==> src/rtl/fnd_pkg.sv <==
// Shared segment constants and the nibble-to-segment encoder for the FND
// scan controller. Segment vectors are active-high, ordered {g,f,e,d,c,b,a}.
package fnd_pkg;

  localparam logic [6:0] SEG_0     = 7'b0111111;
  localparam logic [6:0] SEG_1     = 7'b0000110;
  localparam logic [6:0] SEG_2     = 7'b1011011;
  localparam logic [6:0] SEG_3     = 7'b1001111;
  localparam logic [6:0] SEG_4     = 7'b1100110;
  localparam logic [6:0] SEG_5     = 7'b1101101;
  localparam logic [6:0] SEG_6     = 7'b1111101;
  localparam logic [6:0] SEG_7     = 7'b0000111;
  localparam logic [6:0] SEG_8     = 7'b1111111;
  localparam logic [6:0] SEG_9     = 7'b1101111;
  localparam logic [6:0] SEG_A     = 7'b1110111;
  localparam logic [6:0] SEG_B     = 7'b1111100;
  localparam logic [6:0] SEG_C     = 7'b0111001;
  localparam logic [6:0] SEG_D     = 7'b1011110;
  localparam logic [6:0] SEG_E     = 7'b1111001;
  localparam logic [6:0] SEG_F     = 7'b1110001;
  localparam logic [6:0] SEG_BLANK = 7'b0000000;

  // Codes 10-15 render as letters only when hex_en is set, otherwise blank.
  function automatic logic [6:0] seg_encode(input logic [3:0] nibble,
                                            input logic       hex_en);
    logic [6:0] seg;
    case (nibble)
      4'h0:    seg = SEG_0;
      4'h1:    seg = SEG_1;
      4'h2:    seg = SEG_2;
      4'h3:    seg = SEG_3;
      4'h4:    seg = SEG_4;
      4'h5:    seg = SEG_5;
      4'h6:    seg = SEG_6;
      4'h7:    seg = SEG_7;
      4'h8:    seg = SEG_8;
      4'h9:    seg = SEG_9;
      4'hA:    seg = hex_en ? SEG_A : SEG_BLANK;
      4'hB:    seg = hex_en ? SEG_B : SEG_BLANK;
      4'hC:    seg = hex_en ? SEG_C : SEG_BLANK;
      4'hD:    seg = hex_en ? SEG_D : SEG_BLANK;
      4'hE:    seg = hex_en ? SEG_E : SEG_BLANK;
      default: seg = hex_en ? SEG_F : SEG_BLANK;
    endcase
    return seg;
  endfunction

endpackage

==> src/rtl/fnd_seg_decoder.sv <==
// Combinational nibble-to-segment decoder with a blank override.
// Ports:
//   i_nibble  4-bit digit code
//   i_blank   1 forces all segments off (leading-zero suppression)
//   o_seg     active-high {g,f,e,d,c,b,a}
module fnd_seg_decoder
  import fnd_pkg::*;
#(
  parameter int HEX_EN = 1
) (
  input  logic [3:0] i_nibble,
  input  logic       i_blank,
  output logic [6:0] o_seg
);

  localparam logic L_HEX = (HEX_EN != 0);

  assign o_seg = i_blank ? SEG_BLANK : seg_encode(i_nibble, L_HEX);

endmodule

==> src/rtl/fnd_scan_controller.sv <==
// Time-multiplexed N-digit 7-segment display driver.
// Ports:
//   i_clk, i_reset  clock, synchronous active-high reset
//   i_En            0 blanks the display and parks the scan on digit 0
//   i_value         packed nibbles, [3:0] = digit 0 (rightmost)
//   i_dp            decimal point per digit
//   i_blank_lz      leading-zero suppression enable
//   o_digit         one-hot digit select (polarity per SEL_ACTIVE_LOW)
//   o_fnd           {dp,g,f,e,d,c,b,a} (polarity per SEG_ACTIVE_LOW)
//   o_frame         one-cycle pulse on the first digit-0 cycle after a wrap
module fnd_scan_controller
  import fnd_pkg::*;
#(
  parameter int NUM_DIGITS     = 4,
  parameter int DIV_COUNT      = 100000,
  parameter int HEX_EN         = 1,
  parameter int SEL_ACTIVE_LOW = 1,
  parameter int SEG_ACTIVE_LOW = 1
) (
  input  logic                    i_clk,
  input  logic                    i_reset,
  input  logic                    i_En,
  input  logic [4*NUM_DIGITS-1:0] i_value,
  input  logic [NUM_DIGITS-1:0]   i_dp,
  input  logic                    i_blank_lz,
  output logic [NUM_DIGITS-1:0]   o_digit,
  output logic [7:0]              o_fnd,
  output logic                    o_frame
);

  localparam int IDX_W = (NUM_DIGITS > 1) ? $clog2(NUM_DIGITS) : 1;
  localparam int PRE_W = (DIV_COUNT > 1) ? $clog2(DIV_COUNT) : 1;

  // "Off" patterns; XOR with these applies the output polarity.
  localparam logic [NUM_DIGITS-1:0] L_SEL_OFF = (SEL_ACTIVE_LOW != 0) ? '1 : '0;
  localparam logic [7:0]            L_SEG_OFF = (SEG_ACTIVE_LOW != 0) ? 8'hFF : 8'h00;

  logic [PRE_W-1:0]        r_presc;
  logic [IDX_W-1:0]        r_idx;
  logic [4*NUM_DIGITS-1:0] r_sh_value;
  logic [NUM_DIGITS-1:0]   r_sh_dp;
  logic                    r_wrap;
  logic [NUM_DIGITS-1:0]   r_digit;
  logic [7:0]              r_fnd;
  logic                    r_frame;

  logic                  w_tick;
  logic                  w_last;
  logic [NUM_DIGITS-1:0] w_onehot;
  logic [NUM_DIGITS-1:0] w_blank_vec;
  logic [3:0]            w_nibble;
  logic [6:0]            w_seg;

  assign w_tick   = (r_presc == PRE_W'(DIV_COUNT - 1));
  assign w_last   = (r_idx == IDX_W'(NUM_DIGITS - 1));
  assign w_onehot = NUM_DIGITS'(1) << r_idx;
  assign w_nibble = r_sh_value[4*r_idx +: 4];

  // Walk from the most significant digit down; a digit is a leading zero
  // while it and everything above it is zero. Digit 0 always shows.
  always_comb begin
    logic run;
    run         = 1'b1;
    w_blank_vec = '0;
    for (int k = NUM_DIGITS - 1; k >= 0; k--) begin
      run            = run & (r_sh_value[4*k +: 4] == 4'h0);
      w_blank_vec[k] = run & i_blank_lz & (k != 0);
    end
  end

  fnd_seg_decoder #(
    .HEX_EN (HEX_EN)
  ) u_seg_decoder (
    .i_nibble (w_nibble),
    .i_blank  (w_blank_vec[r_idx]),
    .o_seg    (w_seg)
  );

  always_ff @(posedge i_clk) begin
    if (i_reset) begin
      r_presc    <= '0;
      r_idx      <= '0;
      r_sh_value <= '0;
      r_sh_dp    <= '0;
      r_wrap     <= 1'b0;
      r_digit    <= L_SEL_OFF;
      r_fnd      <= L_SEG_OFF;
      r_frame    <= 1'b0;
    end else if (!i_En) begin
      // Shadow tracks the inputs so re-enable shows current data at once.
      r_presc    <= '0;
      r_idx      <= '0;
      r_sh_value <= i_value;
      r_sh_dp    <= i_dp;
      r_wrap     <= 1'b0;
      r_digit    <= L_SEL_OFF;
      r_fnd      <= L_SEG_OFF;
      r_frame    <= 1'b0;
    end else begin
      r_digit <= w_onehot ^ L_SEL_OFF;
      r_fnd   <= {r_sh_dp[r_idx], w_seg} ^ L_SEG_OFF;
      // Wrap is seen one cycle before digit 0 reaches the outputs, so the
      // frame pulse is delayed once more to line up with it.
      r_wrap  <= w_tick & w_last;
      r_frame <= r_wrap;
      if (w_tick) begin
        r_presc <= '0;
        if (w_last) begin
          r_idx      <= '0;
          r_sh_value <= i_value;
          r_sh_dp    <= i_dp;
        end else begin
          r_idx <= r_idx + 1'b1;
        end
      end else begin
        r_presc <= r_presc + 1'b1;
      end
    end
  end

  assign o_digit = r_digit;
  assign o_fnd   = r_fnd;
  assign o_frame = r_frame;

endmodule

==> config.mk <==
export PLATFORM = sky130hd
export DESIGN_NAME = fnd_scan_controller
export DESIGN_NICKNAME = d
export VERILOG_FILES = /design/src/rtl/fnd_pkg.sv /design/src/rtl/fnd_seg_decoder.sv /design/src/rtl/fnd_scan_controller.sv
export SDC_FILE = /design/constraint.sdc
export NUM_CORES = 1
export LEC_CHECK = 0
export ABC_AREA = 1
export CAP_MARGIN = 20
export CORE_MARGIN = 5
export CORE_UTILIZATION = 63
export CTS_CLUSTER_DIAMETER = 60
export DETAILED_ROUTE_END_ITERATION = 8
export DONT_BUFFER_PORTS = 1
export HOLD_SLACK_MARGIN = 0.15
export PLACE_DENSITY = 0.79
export SLEW_MARGIN = 20
export SYNTH_ARGS = -nofsm -noshare
export SYNTH_HDL_FRONTEND = slang
export SYNTH_SLANG_ARGS = --single-unit
==> constraint.sdc <==
create_clock -name i_clk -period 2.09 [get_ports i_clk]
set_input_delay 0.418 -clock i_clk [delete_from_list [all_inputs] [get_ports i_clk]]
set_output_delay 0.418 -clock i_clk [all_outputs]
set_load 0.01 [all_outputs]
== After elaboration in Yosys (flattened, before gate mapping) ==
Memories as Yosys holds them, arrays and structs flattened.
Index checks and enable logic that the tools add are counted.

* Memories kept: 1
* Bits in registers: 53
* Memory bits (read-only): 112
* Output and inout bits: 13

{| class="wikitable"
|+ Memories
! name !! words !! width !! rd ports !! clocked after Yosys merged registers in !! wr ports !! RTL line !! RTL
|-
| (no name shown) || 16 || 7 || 1 || 0 || 0 || fnd_pkg.sv:27 || <nowiki>case (nibble)</nowiki>
|}

* Multiplexer cells: 12
* Equal/unequal tests: 4
* Shift-type cells: 2
* Reduce and logical (&&, ||, !) cells: 6
* Magnitude comparators: 1
* $add $sub $neg: 2
* Bitwise operators: 9

{| class="wikitable"
|+ Operators by type and width
! kind !! count
|-
| 16-bit two-way mux || 3
|-
| 17-bit by 1-bit adder with 17-bit output, second input constant || 1
|-
| 17-bit equality test, second input constant || 1
|-
| 16-bit by 5-bit indexed part select with 4-bit output || 1
|-
| 4-bit logical NOT || 3
|-
| 4-bit two-way mux || 3
|-
| 8-bit inverter || 1
|-
| 7-bit two-way mux || 1
|-
| 1-bit AND || 6
|-
| 1-bit binary-select mux with 2-bit select || 2
|-
| 2-bit by 1-bit != test with 1-bit output, second input constant || 2
|-
| 4-bit inverter || 1
|-
| 1-bit by 2-bit left shift with 4-bit output, first input constant || 1
|-
| 2-bit by 3-bit less-than comparator with 1-bit output, second input constant || 1
|-
| 3-bit OR reduction || 1
|-
| 2-bit by 1-bit adder with 2-bit output, second input constant || 1
|-
| 2-bit equality test, second input constant || 1
|-
| 1-bit two-way mux || 2
|-
| 2-bit two-way mux || 1
|-
| 2-bit AND reduction || 1
|-
| 2-bit OR reduction || 1
|-
| 1-bit inverter || 1
|}

== Longest topological paths before layout ==
Gate-level depths: netlist of the first run.

* Depth after elaboration: 8
* Depth in mapped cells: 11

== Hierarchy ==
From an unflattened synthesis of the first run, not the netlist that was laid out.

* Cell total of the unflattened synthesis: 373
* Area total of the unflattened synthesis: 2,638.8 sq um

{| class="wikitable"
|+ Modules (own cells, without submodules)
! module !! cells each !! times used !! seq. area each (sq um) !! area each (sq um)
|-
| fnd_scan_controller || 319 || 1 || 1,061.0 || 2,318.5
|-
| fnd_seg_decoder || 54 || 1 || 0.0 || 320.3
|}

== Worst setup path before layout of the first run ==
No wires, ideal clock.

* Path type: register to register
* Start: reg r_idx[0]
* End: reg r_fnd[1], in the netlist o_fnd[1]
* Period minus slack after synthesis: 1,714 ps
* Setup slack: 376 ps
* Data arrival time: 1,600 ps
* Setup time: 114 ps
* Cell stages (with the launch flop): 11
* Cells stage by stage: dfxtp_1 > buf_6 > buf_2 > o21ai_0 > o21ai_2 > inv_1 > ha_1 > nand3_1 > nand2_1 > nand3_1 > nand2_1

* Cells in the longest elaborated chain, start to end: 4
* Elaborated cells between the ends (all ways): 6
* Those cells by class: shift (1); mux (3); bitwise (1); memory (1)

{| class="wikitable"
|+ Ends and longest elaborated chain
! what !! RTL line !! RTL
|-
| from (decl) || fnd_scan_controller.sv:39 || <nowiki>logic [IDX_W-1:0] r_idx;</nowiki>
|-
| from (signal assigned) || fnd_scan_controller.sv:113 || <nowiki>r_idx <= r_idx + 1'b1;</nowiki>
|-
| 16-bit by 5-bit indexed part select with 4-bit output / 1-bit binary-select mux with 2-bit select (equally long branches) || fnd_scan_controller.sv:57, fnd_scan_controller.sv:75 ||
|-
| memory 16 x 7 bit / 1-bit two-way mux (equally long branches) || n/a ||
|-
| 7-bit two-way mux * || fnd_seg_decoder.sv:18 || <nowiki>assign o_seg = i_blank ? SEG_BLANK : seg_encode(i_nibble, L_HEX);</nowiki>
|-
| 8-bit inverter (no source line) * || n/a ||
|-
| to (signal assigned) || fnd_scan_controller.sv:101 || <nowiki>r_fnd <= {r_sh_dp[r_idx], w_seg} ^ L_SEG_OFF;</nowiki>
|-
| to (decl) || fnd_scan_controller.sv:44 || <nowiki>logic [7:0] r_fnd;</nowiki>
|}

Every way passes the cells marked *; elsewhere a longest branch is shown, timed or not. The select of a mux whose other input is x is not followed.
A chain may end at the register's enable or synchronous reset.

== Worst setup path in the final report of the first run ==
* Start: reg r_presc[0]
* End: reg r_sh_value[12]

* Cells in the longest elaborated chain, start to end: 3

{| class="wikitable"
|+ Ends and longest elaborated chain
! what !! RTL line !! RTL
|-
| from (decl) || fnd_scan_controller.sv:38 || <nowiki>logic [PRE_W-1:0] r_presc;</nowiki>
|-
| from (signal assigned) || fnd_scan_controller.sv:116 || <nowiki>r_presc <= r_presc + 1'b1;</nowiki>
|-
| 17-bit equality test || fnd_scan_controller.sv:54 || <nowiki>assign w_tick = (r_presc == PRE_W'(DIV_COUNT - 1));</nowiki>
|-
| 2-bit by 1-bit != test with 1-bit output (no source line) || n/a ||
|-
| 2-bit AND reduction (no source line) || n/a ||
|-
| to (signal assigned) || fnd_scan_controller.sv:93 || <nowiki>r_sh_value <= i_value;</nowiki>
|-
| to (signal assigned) || fnd_scan_controller.sv:110 || <nowiki>r_sh_value <= i_value;</nowiki>
|-
| to (decl) || fnd_scan_controller.sv:40 || <nowiki>logic [4*NUM_DIGITS-1:0] r_sh_value;</nowiki>
|}

Every way passes these cells.

==> results of run 1 <==
-- cell families after synthesis --
kind of cell,after synthesis
fa+ha+maj,11
buf+inv,61
flops,53
xor+xnor,4
compound gates,54
simple gates,200
-- worst paths after layout --
check / depth (start not counted) / slack [ps] / end
worst min-delay path: 2 / 230 / r_sh_value[13]
worst max register to register: 8 / 240 / r_sh_value[12]
worst max-delay path: 8 / 240 / r_sh_value[12]
worst min register to register: 2 / 410 / o_frame
-- repair_timing --
item	4_1_cts	5_1_grt
setup endpoints to repair	0	3
resized for setup	0	2
endpoints found under the hold margin	0	0
-- power by group through the flow --
stage          sequential [uW]  clock (uW)  combinational, uW
2_1_floorplan             1090           0                154
3_3_place_gp              1090           0                168
3_5_place_dp              1090           0                172
4_1_cts                   1070         823                173
5_1_grt                   1080         878                203
6_report                  1070         812                173
-- sequential cells by signal (all words and copies together) (netlist names) --
register and cells:
r_sh_dp 4, r_idx 2, o_frame 1, r_presc 17, r_sh_value 16, r_wrap 1
o_fnd 8, o_digit 4
-- synth_stat cells (2+ instances only) --
library cell  instances
nand3_1              38
buf_4                 3
dfxtp_1              53
nor2_4                3
nor3b_1               2
o21ai_0              17
inv_2                 4
nand2_2               2
buf_6                 4
nor3_1                5
a21oi_1              33
nor2_1               54
nand4_1               2
nand3_2               8
inv_1                41
nor2_2                2
clkbuf_1              3
nand2_1              82
ha_1                 11
xor2_1                4
buf_2                 6
-- through the flow --
step / util / total power (uW) / instance area [um2]
floorplan: - / 1240 / 2710
global placement: 0.665 / 1260 / 2720
detailed placement: 0.665 / 1270 / 2720
CTS: 0.697 / 2070 / 2850
global route: 0.698 / 2160 / 2850
finish: 0.698 / 2050 / 2850
-- final cells by class --
type	instances	area share
multi-input combinational	269	0.481
sequential	53	0.373
inverter	45	0.0592
clock buffer	5	0.0241
clock inverter	3	0.0228
tap	50	0.0219
timing repair buffer	7	0.0184
-- worst register-to-register path, stage by stage, from the launching register on --
cell,delay (ps)
dfxtp_1,370
ha_1,190
nand2_1,100
nor2_4,130
nand4_4,470
buf_4,360
nand3_2,50
nand2_1,50
nor2_1,80
-- routing by layer --
layer / up-vias / track usage / part of all wire / wire (um)
met1: 1009 / 0.276 / 0.49 / 2600
met3: 4 / 0.0594 / 0.054 / 284
met4: 0 / 0.0777 / 0.0074 / 39
li1: 1211 / - / - / -
met2: 51 / 0.292 / 0.44 / 2340
met5: - / 0 / 0 / 0
-- cell usage in the layout (no fill, tap or decap), drive strengths merged, types with 4 or more instances in the layout --
cell / n
nand2: 84
xor2: 4
ha: 11
inv: 45
nor3: 5
dfxtp: 53
buf: 7
clkbuf: 5
a21oi: 33
nand3: 46
nor2: 59
o21ai: 19
==> results.toml, run 1 <==
[setup_path]
cp_top_family = "simple AND/OR/NAND/NOR gates"
crit_buf_inv = 1
cpPeakStageDelay_ps = 470
critPathKind = "register to register"
path_common_cell = "nand2_1"
crit_start = "r_presc[0]"
setup.worst_path.start_class = "register"
required_ps = 2350
crit_fanout = 39
crit_chain = "ha_1 -> nand2_1 -> nor2_4 -> nand4_4 -> buf_4 -> nand3_2 -> nand2_1 -> nor2_1"
r2r_start = "r_presc[0]"
worst_setup_path_end_kind = "register"
slowest_stage = "nand4_4"
critical_path_arrival_ps = 2110

[clock_network]
cts_tree = "done"
hold_buffers = 0
cts.sinks = 53
post-cts-setup-buffers = 0
clock_latency_ps = 310
htreeDepth = 2
clock_path_buffers = 2
cts_buffers = 5
ctsRootBufferMaster = "clkbuf_8"
clkTransAtPathRegs_ps = 100

[placement]
gp_congestion = 0.834
portBuffers = 0
dp_hpwl_mm = 3.80
dp_cells = 424
pre_cts_slack_ps = 204

[timing]
relSlewSlack = 0.619
period_share = 0.884
setup_violations = 0
worst_slew_pin_slew_ps = 571
final.setup.tns_ps = 0
hold_viol = 0
rsz0062_at_grt = "no"
holdWs_ps = 227
fmax_mhz = 541
finalMaxSlewViolations = 0
period_needed_ps = 1850
fin_skew_ps = 7.37
setup_slack_ps = 243

[power]
p_seq_frac = 0.521
pwr_density_cell_nw_per_um2 = 720
p_leak_uw = 0.00123
power_frac_clock = 0.395
power.internal_uw = 1590
comb_power_share = 0.084
p_sw_uw = 463
switching_share = 0.225
ir_worst_vdd_mv = 0.399

[floorplan]
rows = 23
start_util = 0.663
die_w_um = 75.6
fp.coreArea_um2 = 4090
dieArea_um2 = 5710
die_y_um = 75.6
design.portCount = 37

[synthesis]
synth_fa_ha_area_frac = 0.0508
ys_seq_area_frac = 0.392
ys_warn_count = 0
synthArstFlopShare = 0
yosysTopAreaCellShare = 0.392
synth_flop_cell = "dfxtp_1"
synth.area.mux_share = 0
synth_seq_cells = 53
synth_compound_area_frac = 0.103
synth-xor-area-share = 0.0129
yosysTopAreaCell = "dfxtp_1"
synth_cell_types = 27
syn-num-nets = 418
synth_top_family_by_area = "simple AND/OR/NAND/NOR gates"
synthCells = 383
synth_edf_count = 0
synth_area_leaders = "dfxtp_1 39%, nand2_1 11%, nor2_1 7.5%, nand3_1 7.0%, a21oi_1 6.1%"
synth_area_per_cell_um2 = 7.08
syn_area_um2 = 2710
synthSimpleGateAreaFrac = 0.339

[worst_hold_path]
holdCritPathClass = "input port to register"
min_from = "i_value[13]"

[cells_and_area]
multi_input_area_um2 = 1370
fillCellCount = 352
ff_latch_area_um2 = 1060
diodes = 0
instances_no_fill = 432
drive_gt1_frac = 0.102
syn2layout_area_growth_pct = 5.26
nets = 416

[detailed_routing]
routed_via_density = 5.27
num_vias = 2275
dr.pass1.iters = 5
drc = 0
drt-wirelength-per-cell_um = 12.2
wirelength_mm = 5.27
dr.first_iter.drc_count = 121
detail-route-antenna-nets = 0

[grt]
track_usage = 0.200
antenna_found_initial = 0
gr-total-overflow = 0
grt_pass1_vias = 2032
grt_pass1_wl_mm = 8.78
grt_max_degree = 42

[job]
maxCapViolCount = 0

[run_status]
status = "finished, final reports clean"
Power figures use the tool's default switching activity.
==> run 2, diff against run 1 <==
- PLACE_DENSITY: 0.79 -> 0.88
==> results.toml, run 2 (synthesized netlist as in run 1, its figures left out) <==
[placement]
dpl-instance-area_um2 = 2710
portBuffers = 0
dp_hpwl_mm = 3.92
gp_congestion = 0.852

[floorplan]
die_y_um = 75.6
dieArea_um2 = 5710
rows = 23
start_util = 0.663
fp.coreArea_um2 = 4090
design.portCount = 37
die_w_um = 75.6

[cells_and_area]
fillCellCount = 336
nets = 413
diodes = 0
final_common_cell = "nand2_1"
syn2layout_area_growth_pct = 4.16
ff_latch_area_um2 = 1060
multi_input_area_um2 = 1370
largest_register = "r_presc"
final_area_um2 = 2820
drive_gt1_frac = 0.0871
largest_reg_flops = 17
final_cell_mix = "82 x nand2_1, 54 x nor2_1, 53 x dfxtp_1"

[setup_path]
crit_fanout = 11
worst_setup_path_end_kind = "register"
required_ps = 2290
crit_chain = "inv_2 -> a21oi_1 -> o21ai_0 -> nand2_1 -> inv_1 -> ha_1 -> nor2_1 -> o21ai_0 -> nand2_1"
critical_path_arrival_ps = 2090
critPathKind = "register to register"
cpPeakStageDelay_ps = 540
setup.worst_path.start_class = "register"
slowest_stage = "dfxtp_1"

[clock_network]
cts_buffers = 5
post_cts_resized = 0
post-cts-setup-buffers = 0
hold_buffers = 0
clkTransAtPathRegs_ps = 90
htreeDepth = 2
clock_latency_ps = 310
clock_path_buffers = 2
cts_tree = "done"
ctsRootBufferMaster = "clkbuf_8"
cts.sinks = 53

[grt]
antenna_found_initial = 0
grt_pass1_vias = 2164
grt_max_degree = 42
track_usage = 0.211
grt_pass1_wl_mm = 9.38
gr-total-overflow = 0

[power]
pwr_density_cell_nw_per_um2 = 692
ir_worst_vdd_mv = 0.417
p_leak_uw = 0.00121
finalPower_uw = 1950

[timing]
finalMaxSlewViolations = 0
fmax_mhz = 529
rsz0062_at_grt = "no"
period_needed_ps = 1890
relSlewSlack = 0.653
hold_viol = 0
setup_violations = 0
period_share = 0.905
worst_slew_pin_slew_ps = 519
fin_skew_ps = 8.60
final.setup.tns_ps = 0

[detailed_routing]
detail-route-antenna-nets = 0
dr.pass1.iters = 4
drt-wirelength-per-cell_um = 12.6
drc = 0
num_vias = 2375
dr.first_iter.drc_count = 137
wirelength_mm = 5.41
routed_via_density = 5.54

[run_status]
status = "finished, final reports clean"

[job]
maxCapViolCount = 0

[worst_hold_path]
holdCritPathClass = "input port to register"
[run 2: worst max-delay path, delay by kind of cell, from the launching register on]
family	cells	cell delay, ps
and+or+nand+nor	3	250
AOI/OAI and AO/OA	3	400
buffers and inverters	2	280
DFF	1	540
adders and majority gates	1	310
[run 2: report_power, final]
part	internal (uW)	switching (uW)	total (uW)
clock network	391	318	708
registers	1050	24.0	1070
logic	66.6	107	173
total	1510	449	1950
[run 2: layout make-up]
class                           count  area share
Multi-Input combinational cell    269       0.486
Sequential cell                    53       0.376
Inverter                           45      0.0598
Clock buffer                        7      0.0306
Tap cell                           50      0.0222
Timing Repair Buffer                4      0.0151
Clock inverter                      1      0.0106
[run 2: layer usage]
layer / GRT usage / vias to the layer above / routed length, um
li1: - / 1205 / -
met1: 0.270 / 1083 / 2470
met2: 0.338 / 81 / 2460
met3: 0.0594 / 6 / 413
met4: 0.0796 / 0 / 63
met5: 0 / - / 0
[run 2: path summary, 6_finish.rpt]
| kind | slack, ps | end | start | depth (start not counted) |
|---|---|---|---|---|
| max | 200 | o_fnd[3] | r_idx[1] | 9 |
| max reg2reg | 200 | o_fnd[3] | r_idx[1] | 9 |
| min | 240 | r_sh_value[6] | i_value[6] | 2 |
| min reg2reg | 420 | o_frame | r_wrap | 2 |
[run 2: through the flow]
stage / utilization / hold WS (ps) / std cells / setup slack, ps
finish: 0.691 / 241 / 429 / 199
global route: 0.691 / 236 / 429 / 14.9
CTS: 0.691 / 238 / 429 / 251
detailed placement: 0.662 / 410 / 421 / 266
global placement: 0.662 / 406 / 421 / 359
floorplan: - / 394 / 383 / 376
==> run 3, diff against run 2 <==
- CORE_UTILIZATION: 63 -> 57
- PLACE_DENSITY: 0.88 -> 0.84
- clock period: 2.09 -> 1.6 ns (I/O delays scaled with it)
==> results.toml, run 3 (synthesized netlist as in run 1, its figures left out) <==
[cells_and_area]
nets = 438
fillCellCount = 391
diodes = 0
ff_latch_area_um2 = 1070
final_cell_mix = "77 x nand2_1, 54 x nor2_1, 50 x dfxtp_1"
final_common_cell = "nand2_1"
largest_reg_flops = 17
drive_gt1_frac = 0.166
largest_register = "r_presc"
syn2layout_area_growth_pct = 16.3
multi_input_area_um2 = 1470

[detailed_routing]
routed_via_density = 5.15
detail-route-antenna-nets = 0
num_vias = 2352
dr.first_iter.drc_count = 100
dr.pass1.iters = 4
drt-wirelength-per-cell_um = 12.6
drc = 0
wirelength_mm = 5.77

[timing]
worst_slew_pin_slew_ps = 301
hold_viol = 0
period_needed_ps = 1550
holdWs_ps = 152
finalMaxSlewViolations = 0
rsz0062_at_grt = "yes"
fmax_mhz = 644
fin_skew_ps = 6.66
setup_violations = 0
period_share = 0.970
relSlewSlack = 0.800
setup_slack_ps = 48.1
final.setup.tns_ps = 0

[clock_network]
htreeDepth = 2
cts_buffers = 5
clkTransAtPathRegs_ps = 90
cts_tree = "done"
cts.sinks = 53
clock_path_buffers = 2
clock_latency_ps = 290
ctsRootBufferMaster = "clkbuf_8"

[setup_path]
crit_buf_inv = 2
crit_start = "r_idx[0]"
r2r_start = "r_idx[0]"
worst_setup_path_end_kind = "register"
required_ps = 1800
cpPeakStageDelay_ps = 410
slowest_stage = "dfxtp_4"
crit_chain = "buf_6 -> nand2_2 -> nand3_2 -> o21ai_4 -> buf_4 -> ha_1 -> nand2_1 -> nand3_1 -> o21ai_1 -> nand2_1"
crit_fanout = 7
path_common_cell = "nand2_1"
critical_path_arrival_ps = 1750
cp_top_family = "flip-flops"
setup.worst_path.start_class = "register"
critPathKind = "register to register"

[placement]
dp_hpwl_mm = 3.98
gp_congestion = 0.840
portBuffers = 0
pre_cts_slack_ps = 2.90

[power]
ir_worst_vdd_mv = 0.622
finalPower_uw = 2440
p_leak_uw = 0.00133
pwr_density_cell_nw_per_um2 = 775

[grt]
grt_pass1_wl_mm = 9.64
track_usage = 0.189
antenna_found_initial = 0
grt_pass1_vias = 2238
grt_max_degree = 42
gr-total-overflow = 0

[floorplan]
dieArea_um2 = 6230
die_w_um = 79.0
die_y_um = 79.0
fp.coreArea_um2 = 4660
design.portCount = 37
rows = 25
start_util = 0.581

[worst_hold_path]
min_from = "i_value[5]"
holdCritPathClass = "input port to register"

[run_status]
status = "finished, final reports clean"

[job]
maxCapViolCount = 0
run 3: changes by cell type in the layout (fill, tap and decap cells not counted), moves of 3 or more:
cell and delta:
buf_4 +11, dlygate4sd3_1 +12, a21oi_2 +3, ha_4 +3
o21ai_0 -6, a21oi_1 -3, ha_1 -3, nand2_2 +5
nand2_1 -5, o21ai_1 +3, dfxtp_1 -3
run 3: final timing paths:
| check | depth (start not counted) | to | slack (ps) |
|---|---|---|---|
| hold reg to reg | 2 | o_frame | 420 |
| setup reg to reg | 10 | o_fnd[3] | 50 |
| hold / removal | 2 | r_sh_value[5] | 150 |
| setup / recovery | 10 | o_fnd[3] | 50 |
run 3: where the power goes:
group          switching, uW  internal, uW  total (uW)
logic                    161           137         298
clock network            404           343         747
registers               32.5          1370        1400
total                    597          1850        2440
run 3: area by class of cell:
class	instances	share of cell area
clock buffer	6	0.0262
clock inverter	1	0.00238
inverter	45	0.0552
multi-input combinational	269	0.468
sequential	53	0.339
tap	54	0.0214
timing repair buffer	29	0.0877
run 3: stage by stage:
stage | utilization | instance area (um2) | instances
2_1_floorplan | - | 2750 | 383
3_3_place_gp | 0.605 | 2820 | 434
3_5_place_dp | 0.605 | 2820 | 434
4_1_cts | 0.646 | 3010 | 451
5_1_grt | 0.676 | 3150 | 457
6_report | 0.676 | 3150 | 457
run 3: what timing repair did:
item,4_1_cts,5_1_grt
pin swaps,0,5
buffers inserted,0,4
gates resized for setup,1,29
setup endpoints to repair,1,29
endpoints found under the hold margin,10,2
hold buffers,10,2
run 3: layer usage:
| metal | share of wire | GRT usage | wire length (um) | vias to the layer above |
|---|---|---|---|---|
| li1 | - | - | - | 1255 |
| met1 | 0.46 | 0.239 | 2680 | 1047 |
| met2 | 0.48 | 0.317 | 2780 | 44 |
| met3 | 0.042 | 0.0488 | 245 | 6 |
| met4 | 0.012 | 0.0601 | 67 | 0 |
| met5 | 0 | 0 | 0 | - |
run 3: worst reg2reg max path: cells and delay by family, from the launching register on:
| family | cells | cell delay [ps] |
|---|---|---|
| compound gates | 2 | 180 |
| fa+ha+maj | 1 | 200 |
| buf+inv | 2 | 310 |
| flops | 1 | 410 |
| simple gates | 5 | 350 |
